<file path="src/rtl/pma_pkg.sv">
// Shared helpers for the pipelined-math issue stages: a constant clog2
// and a parameter sanity check.
package pma_pkg;

  function automatic int clog2(input int unsigned n);
    int          r;
    int unsigned v;
    r = 0;
    v = 1;
    while (v < n) begin
      v = v << 1;
      r++;
    end
    return r;
  endfunction

  function automatic bit params_ok(input int unsigned latency, input int unsigned fifo_depth);
    return (latency >= 1) && (fifo_depth >= 1);
  endfunction

endpackage

</file>
<file path="src/rtl/add_issue_if.sv">
// Operand-in / result-out handshake bundle for add_issue; names are from the stage's view.
interface add_issue_if #(
  parameter int unsigned a_bits = 32,
  parameter int unsigned b_bits = 32,
  parameter int unsigned q_bits = 32
);
  logic              i_valid;
  logic              o_ready;
  logic [a_bits-1:0] i_a;
  logic [b_bits-1:0] i_b;
  logic              o_valid;
  logic              i_ready;
  logic [q_bits-1:0] o_q;

  modport slave  (input  i_valid, i_a, i_b, i_ready, output o_ready, o_valid, o_q);
  modport master (output i_valid, i_a, i_b, i_ready, input  o_ready, o_valid, o_q);
endinterface

</file>
<file path="src/rtl/res_fifo.sv">
// Synchronous result FIFO; head entry is presented combinationally, no write-to-read bypass.
module res_fifo
  import pma_pkg::*;
#(
  parameter int unsigned width = 32,
  parameter int unsigned depth = 4
) (
  input  logic             i_clk,
  input  logic             i_rst,
  input  logic             push,
  input  logic [width-1:0] wdata,
  input  logic             pop,
  output logic [width-1:0] rdata,
  output logic             empty,
  output logic             full
);
  localparam int unsigned PW = (depth > 1) ? clog2(depth) : 1;
  localparam int unsigned CW = clog2(depth + 1);

  logic [width-1:0] mem [depth];
  logic [PW-1:0]    wr_ptr;
  logic [PW-1:0]    rd_ptr;
  logic [CW-1:0]    count;

  function automatic logic [PW-1:0] bump(input logic [PW-1:0] p);
    return (p == PW'(depth - 1)) ? '0 : p + PW'(1);
  endfunction

  always_ff @(posedge i_clk) begin
    if (i_rst) begin
      for (int unsigned i = 0; i < depth; i++) mem[i] <= '0;
      wr_ptr <= '0;
      rd_ptr <= '0;
      count  <= '0;
    end else begin
      if (push) begin
        mem[wr_ptr] <= wdata;
        wr_ptr      <= bump(wr_ptr);
      end
      if (pop) rd_ptr <= bump(rd_ptr);
      case ({push, pop})
        2'b10:   count <= count + CW'(1);
        2'b01:   count <= count - CW'(1);
        default: count <= count;
      endcase
    end
  end

  assign rdata = mem[rd_ptr];
  assign empty = (count == '0);
  assign full  = (count == CW'(depth));

endmodule

</file>
<file path="src/rtl/add_issue.sv">
// Valid/ready flow-control wrapper around a fixed-latency adder with no stall:
// a valid pipe tracks real slots, a credit counter reserves FIFO space at accept time.
module add_issue
  import pma_pkg::*;
#(
  parameter int unsigned latency    = 3,
  parameter int unsigned a_bits     = 32,
  parameter int unsigned b_bits     = 32,
  parameter int unsigned q_bits     = 32,
  parameter int unsigned fifo_depth = 4
) (
  input  logic              i_clk,
  input  logic              i_rst,
  add_issue_if.slave        bus,
  output logic [a_bits-1:0] o_add_a,
  output logic [b_bits-1:0] o_add_b,
  input  logic [q_bits-1:0] i_add_q,
  output logic              o_busy
);
  localparam int unsigned UW = clog2(fifo_depth + 1);

  if (!params_ok(latency, fifo_depth)) begin : g_bad_params
    $error("add_issue: latency and fifo_depth must both be >= 1");
  end

  logic [latency-1:0] r_vld;
  logic [UW-1:0]      r_used;
  logic               accept;
  logic               pop;
  logic               push;
  logic               fifo_empty;
  logic               fifo_full;
  logic [q_bits-1:0]  head;

  assign o_add_a = bus.i_a;
  assign o_add_b = bus.i_b;

  // Ready looks only at the registered credit count, so i_ready never reaches o_ready.
  assign bus.o_ready = ~i_rst & (r_used < UW'(fifo_depth));
  assign accept      = bus.i_valid & bus.o_ready;
  assign pop         = bus.o_valid & bus.i_ready;
  assign push        = r_vld[latency-1] & (~fifo_full | pop);

  assign bus.o_valid = ~i_rst & ~fifo_empty;
  assign bus.o_q     = i_rst ? '0 : head;
  assign o_busy      = ~i_rst & (r_used != '0);

  always_ff @(posedge i_clk) begin
    if (i_rst) begin
      r_vld  <= '0;
      r_used <= '0;
    end else begin
      r_vld[0] <= accept;
      for (int unsigned k = 1; k < latency; k++) r_vld[k] <= r_vld[k-1];
      if (accept && !pop)      r_used <= r_used + UW'(1);
      else if (pop && !accept) r_used <= r_used - UW'(1);
    end
  end

  res_fifo #(
    .width (q_bits),
    .depth (fifo_depth)
  ) u_fifo (
    .i_clk (i_clk),
    .i_rst (i_rst),
    .push  (push),
    .wdata (i_add_q),
    .pop   (pop),
    .rdata (head),
    .empty (fifo_empty),
    .full  (fifo_full)
  );

endmodule
</file>
<file path="src/flat_wrapper.sv">
// flat-port wrapper written by rule: the top's interface ports become plain ports
module add_issue_flat import pma_pkg::*;
#(
  parameter int unsigned latency    = 3,
  parameter int unsigned a_bits     = 32,
  parameter int unsigned b_bits     = 32,
  parameter int unsigned q_bits     = 32,
  parameter int unsigned fifo_depth = 4
)
  (i_clk, i_rst, o_add_a, o_add_b, i_add_q, o_busy, bus_i_valid, bus_i_a, bus_i_b, bus_i_ready, bus_o_ready, bus_o_valid, bus_o_q);
  add_issue_if #(.a_bits(a_bits), .b_bits(b_bits), .q_bits(q_bits)) bus_i ();
  input  logic i_clk;
  input  logic i_rst;
  output logic [a_bits-1:0] o_add_a;
  output logic [b_bits-1:0] o_add_b;
  input  logic [q_bits-1:0] i_add_q;
  output logic o_busy;
  input wire logic [$bits(bus_i.i_valid)-1:0] bus_i_valid;
  input wire logic [$bits(bus_i.i_a)-1:0] bus_i_a;
  input wire logic [$bits(bus_i.i_b)-1:0] bus_i_b;
  input wire logic [$bits(bus_i.i_ready)-1:0] bus_i_ready;
  output wire logic [$bits(bus_i.o_ready)-1:0] bus_o_ready;
  output wire logic [$bits(bus_i.o_valid)-1:0] bus_o_valid;
  output wire logic [$bits(bus_i.o_q)-1:0] bus_o_q;
  assign bus_i.i_valid = bus_i_valid;
  assign bus_i.i_a = bus_i_a;
  assign bus_i.i_b = bus_i_b;
  assign bus_i.i_ready = bus_i_ready;
  assign bus_o_ready = bus_i.o_ready;
  assign bus_o_valid = bus_i.o_valid;
  assign bus_o_q = bus_i.o_q;
  add_issue #(.latency(latency), .a_bits(a_bits), .b_bits(b_bits), .q_bits(q_bits), .fifo_depth(fifo_depth)) u_core (.i_clk(i_clk), .i_rst(i_rst), .bus(bus_i), .o_add_a(o_add_a), .o_add_b(o_add_b), .i_add_q(i_add_q), .o_busy(o_busy));
endmodule
</file>
<file path="config.mk">
export PLATFORM = sky130hd
export DESIGN_NAME = add_issue_flat
export DESIGN_NICKNAME = d
export VERILOG_FILES = /design/src/rtl/pma_pkg.sv /design/src/rtl/add_issue_if.sv /design/src/rtl/res_fifo.sv /design/src/rtl/add_issue.sv /design/src/flat_wrapper.sv
export SDC_FILE = /design/constraint.sdc
export NUM_CORES = 1
export LEC_CHECK = 0
export BUFFER_PORTS_ARGS = -buffer_cell sky130_fd_sc_hd__buf_4
export CAP_MARGIN = 20
export CORE_ASPECT_RATIO = 1.4
export CORE_MARGIN = 1
export CORE_UTILIZATION = 30
export CTS_BUF_LIST = sky130_fd_sc_hd__clkbuf_2
export CTS_CLUSTER_DIAMETER = 40
export CTS_CLUSTER_SIZE = 25
export DETAILED_ROUTE_END_ITERATION = 6
export GPL_TIMING_DRIVEN = 0
export PLACE_DENSITY_LB_ADDON = 0.1
export SETUP_SLACK_MARGIN = 0.3
export SYNTH_ARGS = -nofsm -noshare
export SYNTH_HDL_FRONTEND = slang
export SYNTH_SLANG_ARGS = --single-unit
export TNS_END_PERCENT = 10
</file>
<file path="constraint.sdc">
create_clock -name i_clk -period 4.1 [get_ports i_clk]
set_input_delay 0.41 -clock i_clk [delete_from_list [all_inputs] [get_ports i_clk]]
set_output_delay 0.41 -clock i_clk [all_outputs]
set_load 0.005 [all_outputs]
</file>
==> results of run 1 <==
final cells by class:
type | count | area (sq um) | share of cell area, %
Clock inverter | 14 | 140 | 1.54
Timing Repair Buffer | 168 | 1360 | 14.9
Multi-Input combinational cell | 254 | 2300 | 25.4
Sequential cell | 143 | 4140 | 45.6
Clock buffer | 18 | 90.1 | 0.992
Antenna cell | 1 | 2.50 | 0.0276
Inverter | 6 | 22.5 | 0.248
Tap cell | 306 | 383 | 4.22
Buffer | 89 | 639 | 7.04
flip-flops by register name, indices dropped and copies added, names as in the netlist, named ones only:
| register | flops |
|---|---|
| u_core.u_fifo.rd_ptr | 2 |
| u_core.u_fifo.wr_ptr | 2 |
| u_core.r_used | 3 |
| u_core.u_fifo.count | 3 |
| u_core.u_fifo.mem | 128 |
| u_core.r_vld | 3 |
path summary, 6_finish.rpt:
kind | from | endpoint
worst max-delay path | flop | bus_o_q[29]
worst max register to register | u_core.r_vld[2]$_SDFF_PP0_ | u_core.u_fifo.mem[0][27]$_SDFFCE_PN0P_
worst min-delay path | bus_i_ready | u_core.u_fifo.count[2]$_SDFFE_PP0P_
worst min register to register | u_core.r_vld[1]$_SDFF_PP0_ | u_core.r_vld[2]$_SDFF_PP0_
placed cells by master (no fill, tap or decap), types with 2 or more instances in the layout:
cell | Yosys | routed
xor2_1 | 3 | 3
inv_6 | 0 | 2
mux2i_1 | 2 | 2
clkbuf_1 | 12 | 12
fa_1 | 2 | 2
buf_2 | 3 | 3
nor2b_1 | 3 | 3
clkinv_2 | 0 | 5
or3_1 | 2 | 2
mux4_2 | 32 | 32
or2_2 | 5 | 5
and2_2 | 4 | 4
nand2_1 | 3 | 3
bufinv_16 | 0 | 2
clkbuf_2 | 1 | 19
a21oi_1 | 4 | 4
nor2_1 | 10 | 10
dlygate4sd3_1 | 0 | 33
a31oi_1 | 2 | 2
nor3_1 | 2 | 2
buf_6 | 8 | 8
and2_4 | 44 | 44
edfxtp_1 | 128 | 128
ha_1 | 3 | 3
and3b_4 | 2 | 2
and2_1 | 114 | 114
clkinvlp_4 | 0 | 2
dfxtp_1 | 15 | 15
inv_1 | 6 | 6
buf_4 | 64 | 198
clkinv_4 | 0 | 2
o21ai_0 | 5 | 4
mux2_2 | 2 | 2
worst min-delay path: cells and delay by family:
family	cells	cell delay [ns]
compound gates	2	0.12
buf+inv	1	0.11
simple gates	2	0.18
what timing repair did:
action	CTS	global route
hold buffers	26	7
hold endpoints to repair	85	19
buffers inserted	0	0
metrics by stage:
step | TNS, ns | hold WS, ns | instance area, sq um | util [%] | setup WS (ns)
floorplan | 0 | 0.414 | 7100 | - | 0.313
global placement | -77.77 | 0.419 | 8490 | 36.6 | -2.43
detailed placement | 0 | 0.425 | 8520 | 36.7 | 1.20
CTS | 0 | 0.000225 | 9010 | 38.8 | 0.908
global route | 0 | 0.0878 | 9080 | 39.1 | 0.804
finish | 0 | 0.185 | 9080 | 39.1 | 1.05
cell families after synthesis:
family	after synthesis	share of synthesized area (%)
mux	36	10.8
buf+inv	95	9.32
fa+ha+maj	5	1.09
xor+xnor	3	0.370
compound gates	15	1.34
simple gates	195	18.8
flops	143	58.4
layer usage:
metal | wire (um) | global-route usage, %
met1 | 6490 | 14.8
met2 | 9090 | 27.6
met5 | 0 | 0
met4 | 142 | 4.28
met3 | 868 | 3.28
report_power, final:
part / internal (mW) / switching [mW] / total (mW) / leakage (nW)
logic: 0.198 / 0.137 / 0.335 / 2.10
clock network: 0.279 / 0.528 / 0.808 / 0.140
registers: 1.64 / 0.0174 / 1.66 / 1.44
total: 2.12 / 0.683 / 2.80 / 3.69
==> impl_metrics.env, run 1 <==
export IMPL_hold_path_cell_count=5
export IMPL_die_h_um=184
export IMPL_clkTransAtPathRegs_ns=0.22
export IMPL_hp_class="primary input to flop"
export IMPL_worstSkewPairLatency_ns=0.67
export IMPL_routed_wl_mm=16.6
export IMPL_worst_slew_pin_slew_ns=1.00
export IMPL_yosysUniqueCellTypes=38
export IMPL_grt_pass1_wl_mm=25.2
export IMPL_nets=784
export IMPL_yosys_area_top_type="edfxtp_1"
export IMPL_hold_viol=0
export IMPL_worst_path_largest_cell_delay_ns=0.55
export IMPL_ir_worst_vdd_uv=133
export IMPL_worstPathArrival_ns=2.64
export IMPL_dp_cells=933
export IMPL_cts_tree="yes"
export IMPL_powerDensity_mw_per_mm2=308
export IMPL_dpl_hpwl_mm=10.9
export IMPL_fill_cells=2231
export IMPL_cts_sinks=143
export IMPL_h_tree_depth=4
export IMPL_initial_utilization_pct=30.6
export IMPL_ys_async_sr_fraction_pct=0
export IMPL_row_count=66
export IMPL_ioPinCount=199
export IMPL_synth_top_area_share_pct=54.1
export IMPL_wire_per_inst_um=16.6
export IMPL_r2r_setup_slack_ns=1.54
export IMPL_port_buffers=134
export IMPL_slew_headroom_pct=33.3
export IMPL_cts_root_buf="clkbuf_2"
export IMPL_grt_ovfl_total=0
export IMPL_finalMaxSlewViolations=0
export IMPL_rsz0062_at_grt="false"
export IMPL_ctsResizeCount=0
export IMPL_setup_viol=0
export IMPL_dr_pass1_iters=4
export IMPL_synth_seq_cells=143
export IMPL_cts_buffer_depth=2
export IMPL_path_cells="clkbuf_1, buf_2, mux4_2, and2_1, buf_4"
export IMPL_netlist_instances=492
export IMPL_period_needed_ns=3.05
export IMPL_path_depth=5
export IMPL_vias=4347
export IMPL_end_kind="output port"
export IMPL_status="completed"
export IMPL_synth_ff_type="edfxtp_1"
export IMPL_synth_nets=597
export IMPL_layout_drive_gt1_share_pct=48.7
export IMPL_grt_max_degree=33
export IMPL_yosysWarnings=0
export IMPL_synth_edff_count=128
export IMPL_antenna_found_initial=1
export IMPL_path_class="flop to output port"
export IMPL_syn_area_sq_mm=0.00710
export IMPL_syn2layout_area_growth_pct=27.9
export IMPL_numCtsBuffers=17
export IMPL_drv_cap=0
export IMPL_total_leakage_power_nw=3.69
export IMPL_post_synth_top_count_cell="edfxtp_1"
export IMPL_dieArea_sq_mm=0.0243
export IMPL_drt_iter0_drc=171
export IMPL_yosys_top_cells_count="128 x edfxtp_1, 114 x and2_1, 64 x buf_4, 44 x and2_4, 32 x mux4_2"
export IMPL_drt_antenna_violating_nets=0
export IMPL_crit_buf_inv=3
export IMPL_avgViaCountPerCell=4.35
export IMPL_reg2reg_depth=4
export IMPL_core_sq_mm=0.0232
export IMPL_crit_slowest_cell="mux4_2"
export IMPL_fin_skew_ns=0.0361
export IMPL_startpoint_type="flop"
export IMPL_grt_use_total_pct=14.1
export IMPL_die_x_um=132
export IMPL_p_total_mw=2.80
export IMPL_drc_errors=0
export IMPL_synthTopCellsByArea="edfxtp_1 54%, mux4_2 10%, and2_1 10%, buf_4 6.8%, and2_4 5.4%"
export IMPL_final_cells=999
export IMPL_cp_required_ns=3.69
export IMPL_cp_top_family="buffers and inverters"
export IMPL_fmax_ghz=0.328
export IMPL_syn_avg_cell_area_sq_um=14.4
export IMPL_yosysSeqAreaShare_pct=58.4
export IMPL_grt_pass1_vias=4650
export IMPL_fin_crit_sh_pct=74.4
export IMPL_worstPathMaxFanout=10
export IMPL_gp_congestion=0.684
Power figures use the tool's default switching activity.
==> inputs of run 2 (changes only) <==
==> constraint.sdc (replaced) <==
create_clock -name i_clk -period 2.5 [get_ports i_clk]
set_input_delay 0.25 -clock i_clk [delete_from_list [all_inputs] [get_ports i_clk]]
set_output_delay 0.25 -clock i_clk [all_outputs]
set_load 0.005 [all_outputs]
==> impl_metrics.env, run 2 (synthesis gave the netlist of run 1 again) <==
export IMPL_multi_input_area_sq_mm=0.00242
export IMPL_fin_setup_tns_ns=0
export IMPL_slew_headroom_pct=42.1
export IMPL_ir_worst_vdd_uv=240
export IMPL_h_tree_depth=4
export IMPL_setup_viol=0
export IMPL_numCtsBuffers=17
export IMPL_r2r_setup_slack_ns=0.30
export IMPL_powerDensity_mw_per_mm2=503
export IMPL_path_class="flop to output port"
export IMPL_row_count=66
export IMPL_drv_cap=0
export IMPL_worstPathMaxFanout=8
export IMPL_dp_slack_ns=-0.209
export IMPL_drt_iter0_drc=192
export IMPL_grt_use_total_pct=14.4
export IMPL_r2r_start="u_core.u_fifo.count[2]$_SDFFE_PP0P_"
export IMPL_hold_viol=0
export IMPL_design_area_sq_mm=0.00956
export IMPL_antenna_found_initial=1
export IMPL_holdPathEnd="u_core.u_fifo.rd_ptr[1]$_SDFFE_PP0N_"
export IMPL_hold_path_cell_count=4
export IMPL_drt_antenna_violating_nets=0
export IMPL_worst_path_largest_cell_delay_ns=0.48
export IMPL_hold_slack_ns=0.117
export IMPL_worstSkewPairLatency_ns=0.69
export IMPL_worstReg2RegEnd="u_core.u_fifo.mem[0][24]$_SDFFCE_PN0P_"
export IMPL_dr_pass1_iters=4
export IMPL_cts_root_buf="clkbuf_2"
export IMPL_fill_cells=2217
export IMPL_finalMaxSlewViolations=0
export IMPL_layout_area_seq_sq_mm=0.00415
export IMPL_rsz0062_at_grt="true"
export IMPL_fin_util_pct=41.2
export IMPL_avgViaCountPerCell=4.41
export IMPL_fmax_ghz=0.410
export IMPL_min_from="i_rst"
export IMPL_setup_slack_ns=0.0612
export IMPL_period_needed_ns=2.44
export IMPL_worst_slew_pin_slew_ns=0.865
export IMPL_final_common_cell="buf_4"
export IMPL_placed_area_sq_mm=0.00853
export IMPL_crit_slowest_cell="mux4_2"
export IMPL_gp_congestion=0.710
export IMPL_ioPinCount=199
export IMPL_cts_buffer_depth=2
export IMPL_wire_per_inst_um=16.9
export IMPL_largest_reg_flops=128
export IMPL_fin_skew_ns=0.0217
export IMPL_grt_pass1_wl_mm=25.8
export IMPL_drc_errors=0
export IMPL_routed_wl_mm=17.0
export IMPL_layout_drive_gt1_share_pct=54.4
export IMPL_grt_ovfl_total=0
export IMPL_die_h_um=184
export IMPL_hp_class="primary input to flop"
export IMPL_worstPathArrival_ns=2.19
export IMPL_regMostFlops="u_core.u_fifo.mem"
export IMPL_port_buffers=134
export IMPL_die_x_um=132
export IMPL_reg2reg_depth=4
export IMPL_cts_tree="yes"
export IMPL_grt_max_degree=33
export IMPL_cpMostUsedCell="buf_4"
export IMPL_core_sq_mm=0.0232
export IMPL_initial_utilization_pct=30.6
export IMPL_status="completed"
export IMPL_cp_required_ns=2.25
export IMPL_fin_crit_sh_pct=97.6
export IMPL_end_kind="output port"
export IMPL_dpl_hpwl_mm=10.8
export IMPL_syn2layout_area_growth_pct=34.6
export IMPL_nets=791
export IMPL_grt_pass1_vias=4545
export IMPL_total_leakage_power_nw=3.87
export IMPL_final_cell_mix="174 x buf_4, 128 x edfxtp_1, 87 x and2_1"
export IMPL_startpoint_type="flop"
export IMPL_vias=4438
export IMPL_dieArea_sq_mm=0.0243
export IMPL_cts_sinks=143
export IMPL_clkTransAtPathRegs_ns=0.20
export IMPL_path_cells="clkbuf_16, buf_4, mux4_2, and2_1, buf_4"
[run 2: changes by cell type in the layout (fill, tap and decap cells not counted), moves of 4 or more]
cell and delta:
dfxtp_1 -4, clkinv_1 +5, buf_16 +4, buf_6 +27, or2_2 -5, and2_1 -27, clkbuf_1 -4, or2_4 +5
buf_4 -24, and2_4 +27
[run 2: worst max-delay path, delay by kind of cell (launching register included)]
family,cells,cell delay [ns]
multiplexers,1,0.48
buffers and inverters,3,0.46
flip-flops,1,0.38
AND/OR/NAND/NOR,1,0.20
[run 2: how the worst max path moves through the flow]
stage | depth (start not counted) | endpoint | slack (ns) | startpoint
final | 5 | bus_o_q[30] | 0.06 | flop
after global routing | 5 | bus_o_q[9] | -0.09 | flop
after CTS | 5 | bus_o_q[2] | -0.04 | flop
after detailed placement | 9 | u_core.u_fifo.count[2]$_SDFFE_PP0P_ | -0.21 | i_rst
after global placement | 5 | u_core.u_fifo.mem[3][13]$_DFFE_PP_ | -0.96 | i_rst
after floorplan | 8 | u_core.u_fifo.count[2]$_SDFFE_PP0P_ | 0.22 | i_rst
[run 2: final cells by class]
class                   count  share of cell area, %
flip-flops and latches    143                   43.5
well taps                 306                   4.01
repair buffers            175                   16.5
clock buffers              18                  0.942
plain buffers              89                   7.67
clock inverters            14                   1.81
inverters                   6                  0.236
diodes                      1                 0.0262
multi-input cells         254                   25.4
[run 2: through the flow]
stage	power (mW)	std cells
6_report	4.81	1006
3_3_place_gp	3.28	932
4_1_cts	4.87	1002
5_1_grt	5.02	1006
3_5_place_dp	3.29	933
2_1_floorplan	3.02	492
[run 2: metal layers]
metal | GRT usage (%) | vias to the layer above | routed length [um]
met3 | 2.92 | 13 | 855
met5 | 0 | - | 0
met1 | 16.1 | 2194 | 6690
met2 | 26.8 | 172 | 9210
met4 | 5.40 | 0 | 277
li1 | - | 2059 | -
[run 2: report_power, final]
group          leakage [nW]  switching (mW)  internal, mW
Clock                 0.151           0.836         0.642
Sequential             1.45          0.0304          2.68
Combinational          2.27           0.240         0.380
[run 2: what timing repair did]
action | CTS | global route
setup buffers | 1 | 1
gates resized for setup | 81 | 20
hold buffers | 35 | 0
endpoints found under the setup margin | 162 | 66
hold endpoints to repair | 132 | 0
pin swaps | 3 | 4
cloned | 1 | 2
==> inputs of run 3 (changes only) <==
--- a/config.mk
+++ b/config.mk
@@ -5,7 +5,6 @@
 export SDC_FILE = /design/constraint.sdc
 export NUM_CORES = 1
 export LEC_CHECK = 0
-export BUFFER_PORTS_ARGS = -buffer_cell sky130_fd_sc_hd__buf_4
 export CAP_MARGIN = 20
 export CORE_ASPECT_RATIO = 1.4
 export CORE_MARGIN = 1
@@ -14,6 +13,7 @@
 export CTS_CLUSTER_DIAMETER = 40
 export CTS_CLUSTER_SIZE = 25
 export DETAILED_ROUTE_END_ITERATION = 6
+export DONT_BUFFER_PORTS = 1
 export GPL_TIMING_DRIVEN = 0
 export PLACE_DENSITY_LB_ADDON = 0.1
 export SETUP_SLACK_MARGIN = 0.3
==> impl_metrics.env, run 3 (synthesis gave the netlist of run 1 again) <==
export IMPL_cts_tree="yes"
export IMPL_core_sq_mm=0.0232
export IMPL_intPower_mw=3.58
export IMPL_cts_sinks=143
export IMPL_switching_share_pct=23.2
export IMPL_dpl_hpwl_mm=10.2
export IMPL_ioPinCount=199
export IMPL_setup_viol=0
export IMPL_syn2layout_area_growth_pct=19.4
export IMPL_avgViaCountPerCell=4.45
export IMPL_hold_viol=0
export IMPL_cp_required_ns=2.25
export IMPL_regMostFlops="u_core.u_fifo.mem"
export IMPL_initial_utilization_pct=30.6
export IMPL_finalMaxSlewViolations=0
export IMPL_startpoint_type="flop"
export IMPL_hp_class="primary input to flop"
export IMPL_p_clk_share_pct=32.3
export IMPL_total_leakage_power_nw=3.20
export IMPL_crit_slowest_cell="mux4_2"
export IMPL_drv_cap=0
export IMPL_cts_buffer_depth=2
export IMPL_die_h_um=184
export IMPL_dr_pass1_iters=4
export IMPL_drt_antenna_violating_nets=0
export IMPL_setup_slack_ns=0.129
export IMPL_grt_pass1_wl_mm=24.5
export IMPL_drt_iter0_drc=205
export IMPL_fin_crit_sh_pct=94.8
export IMPL_cts_root_buf="clkbuf_2"
export IMPL_ir_worst_vdd_uv=284
export IMPL_design_area_sq_mm=0.00848
export IMPL_placed_area_sq_mm=0.00751
export IMPL_die_x_um=132
export IMPL_worstPathArrival_ns=2.12
export IMPL_final_common_cell="edfxtp_1"
export IMPL_vias=3900
export IMPL_dp_slack_ns=-0.123
export IMPL_grt_pass1_vias=4086
export IMPL_wire_per_inst_um=18.8
export IMPL_power_frac_seq_pct=58.1
export IMPL_powerDensity_mw_per_mm2=551
export IMPL_clkTransAtPathRegs_ns=0.19
export IMPL_worstPathMaxFanout=6
export IMPL_antenna_found_initial=2
export IMPL_worstSkewPairLatency_ns=0.70
export IMPL_path_class="flop to output port"
export IMPL_combPwrFrac_pct=9.6
export IMPL_final_cell_mix="128 x edfxtp_1, 82 x and2_1, 76 x and2_4"
export IMPL_fin_setup_tns_ns=0
export IMPL_net_switching_power_mw=1.09
export IMPL_row_count=66
export IMPL_h_tree_depth=4
export IMPL_fmax_ghz=0.422
export IMPL_slew_headroom_pct=54.4
export IMPL_worst_path_largest_cell_delay_ns=0.49
export IMPL_p_total_mw=4.67
export IMPL_layout_drive_gt1_share_pct=44.5
export IMPL_routed_wl_mm=16.4
export IMPL_worst_slew_pin_slew_ns=0.684
export IMPL_path_cells="clkbuf_16, buf_12, buf_16, mux4_2, and2_4"
export IMPL_gp_congestion=0.692
export IMPL_period_needed_ns=2.37
export IMPL_dieArea_sq_mm=0.0243
export IMPL_largest_reg_flops=128
export IMPL_end_kind="output port"
export IMPL_grt_max_degree=33
export IMPL_grt_use_total_pct=14.1
export IMPL_port_buffers=0
export IMPL_nets=660
export IMPL_status="completed"
export IMPL_rsz0062_at_grt="true"
export IMPL_fin_skew_ns=0.0279
export IMPL_drc_errors=0
export IMPL_numCtsBuffers=17
export IMPL_fin_util_pct=36.5
export IMPL_grt_ovfl_total=0
==> run 3: cell types whose count changed in the layout (fill, tap and decap cells not counted), moves of 3 or more <==
cell      change
buf_4       -108
buf_12        +5
and2_4        +5
buf_6        -26
and2_1        -5
clkinv_1      -3
==> run 3: metrics by stage <==
step,std cells,hold slack [ns]
floorplan,492,0.372
global placement,798,0.377
detailed placement,799,0.383
CTS,872,0.0330
global route,876,0.0982
finish,876,0.0762
==> run 3: critical path, delay by kind of cell (launching register included) <==
| family | cells | cell delay (ns) |
|---|---|---|
| muxes | 1 | 0.49 |
| buffers and inverters | 3 | 0.40 |
| DFF | 1 | 0.38 |
| and+or+nand+nor | 1 | 0.18 |
==> run 3: metal layers <==
| metal | wire length (um) | part of all wire (%) | GRT usage, % | vias up |
|---|---|---|---|---|
| li1 | - | - | - | 1796 |
| met1 | 6460 | 39 | 15.4 | 1923 |
| met2 | 8960 | 55 | 26.7 | 169 |
| met3 | 783 | 4.8 | 2.92 | 12 |
| met4 | 228 | 1.4 | 5.02 | 0 |
| met5 | 0 | 0 | 0 | - |
==> run 3: worst paths after layout <==
kind                            slack, ns                               endpoint                                start  cells past startpoint
worst max-delay path                 0.13                            bus_o_q[27]                                 flop                      5
worst min-delay path                 0.08             u_core.r_vld[0]$_SDFF_PP0_                                i_rst                      3
worst max register to register       0.31  u_core.u_fifo.mem[0][4]$_SDFFCE_PN0P_  u_core.u_fifo.count[2]$_SDFFE_PP0P_                      4
worst min register to register       0.46             u_core.r_vld[2]$_SDFF_PP0_           u_core.r_vld[1]$_SDFF_PP0_                      1
==> run 3: repair_timing <==
| action | 4_1_cts | 5_1_grt |
|---|---|---|
| hold endpoints to repair | 140 | 0 |
| pin swaps | 2 | 0 |
| resized for setup | 74 | 1 |
| endpoints found under the setup margin | 150 | 67 |
| setup buffers | 2 | 2 |
| hold buffers | 37 | 0 |
| cloned | 2 | 0 |
==> run 3: layout make-up <==
type	instances	area (sq um)
fill	2223	14700
sequential	143	4150
multi-input combinational	254	2420
buffer	89	718
timing repair buffer	44	504
tap	306	383
clock inverter	12	168
clock buffer	20	100
inverter	6	22.5
antenna	2	5.00
==> run 3: power by group through the flow <==
stage | clock, mW | sequential [mW] | combinational, mW
floorplan | 0 | 2.76 | 0.259
CTS | 1.56 | 2.72 | 0.460
global route | 1.65 | 2.73 | 0.493
detailed placement | 0 | 2.77 | 0.344
finish | 1.51 | 2.71 | 0.447
global placement | 0 | 2.77 | 0.340
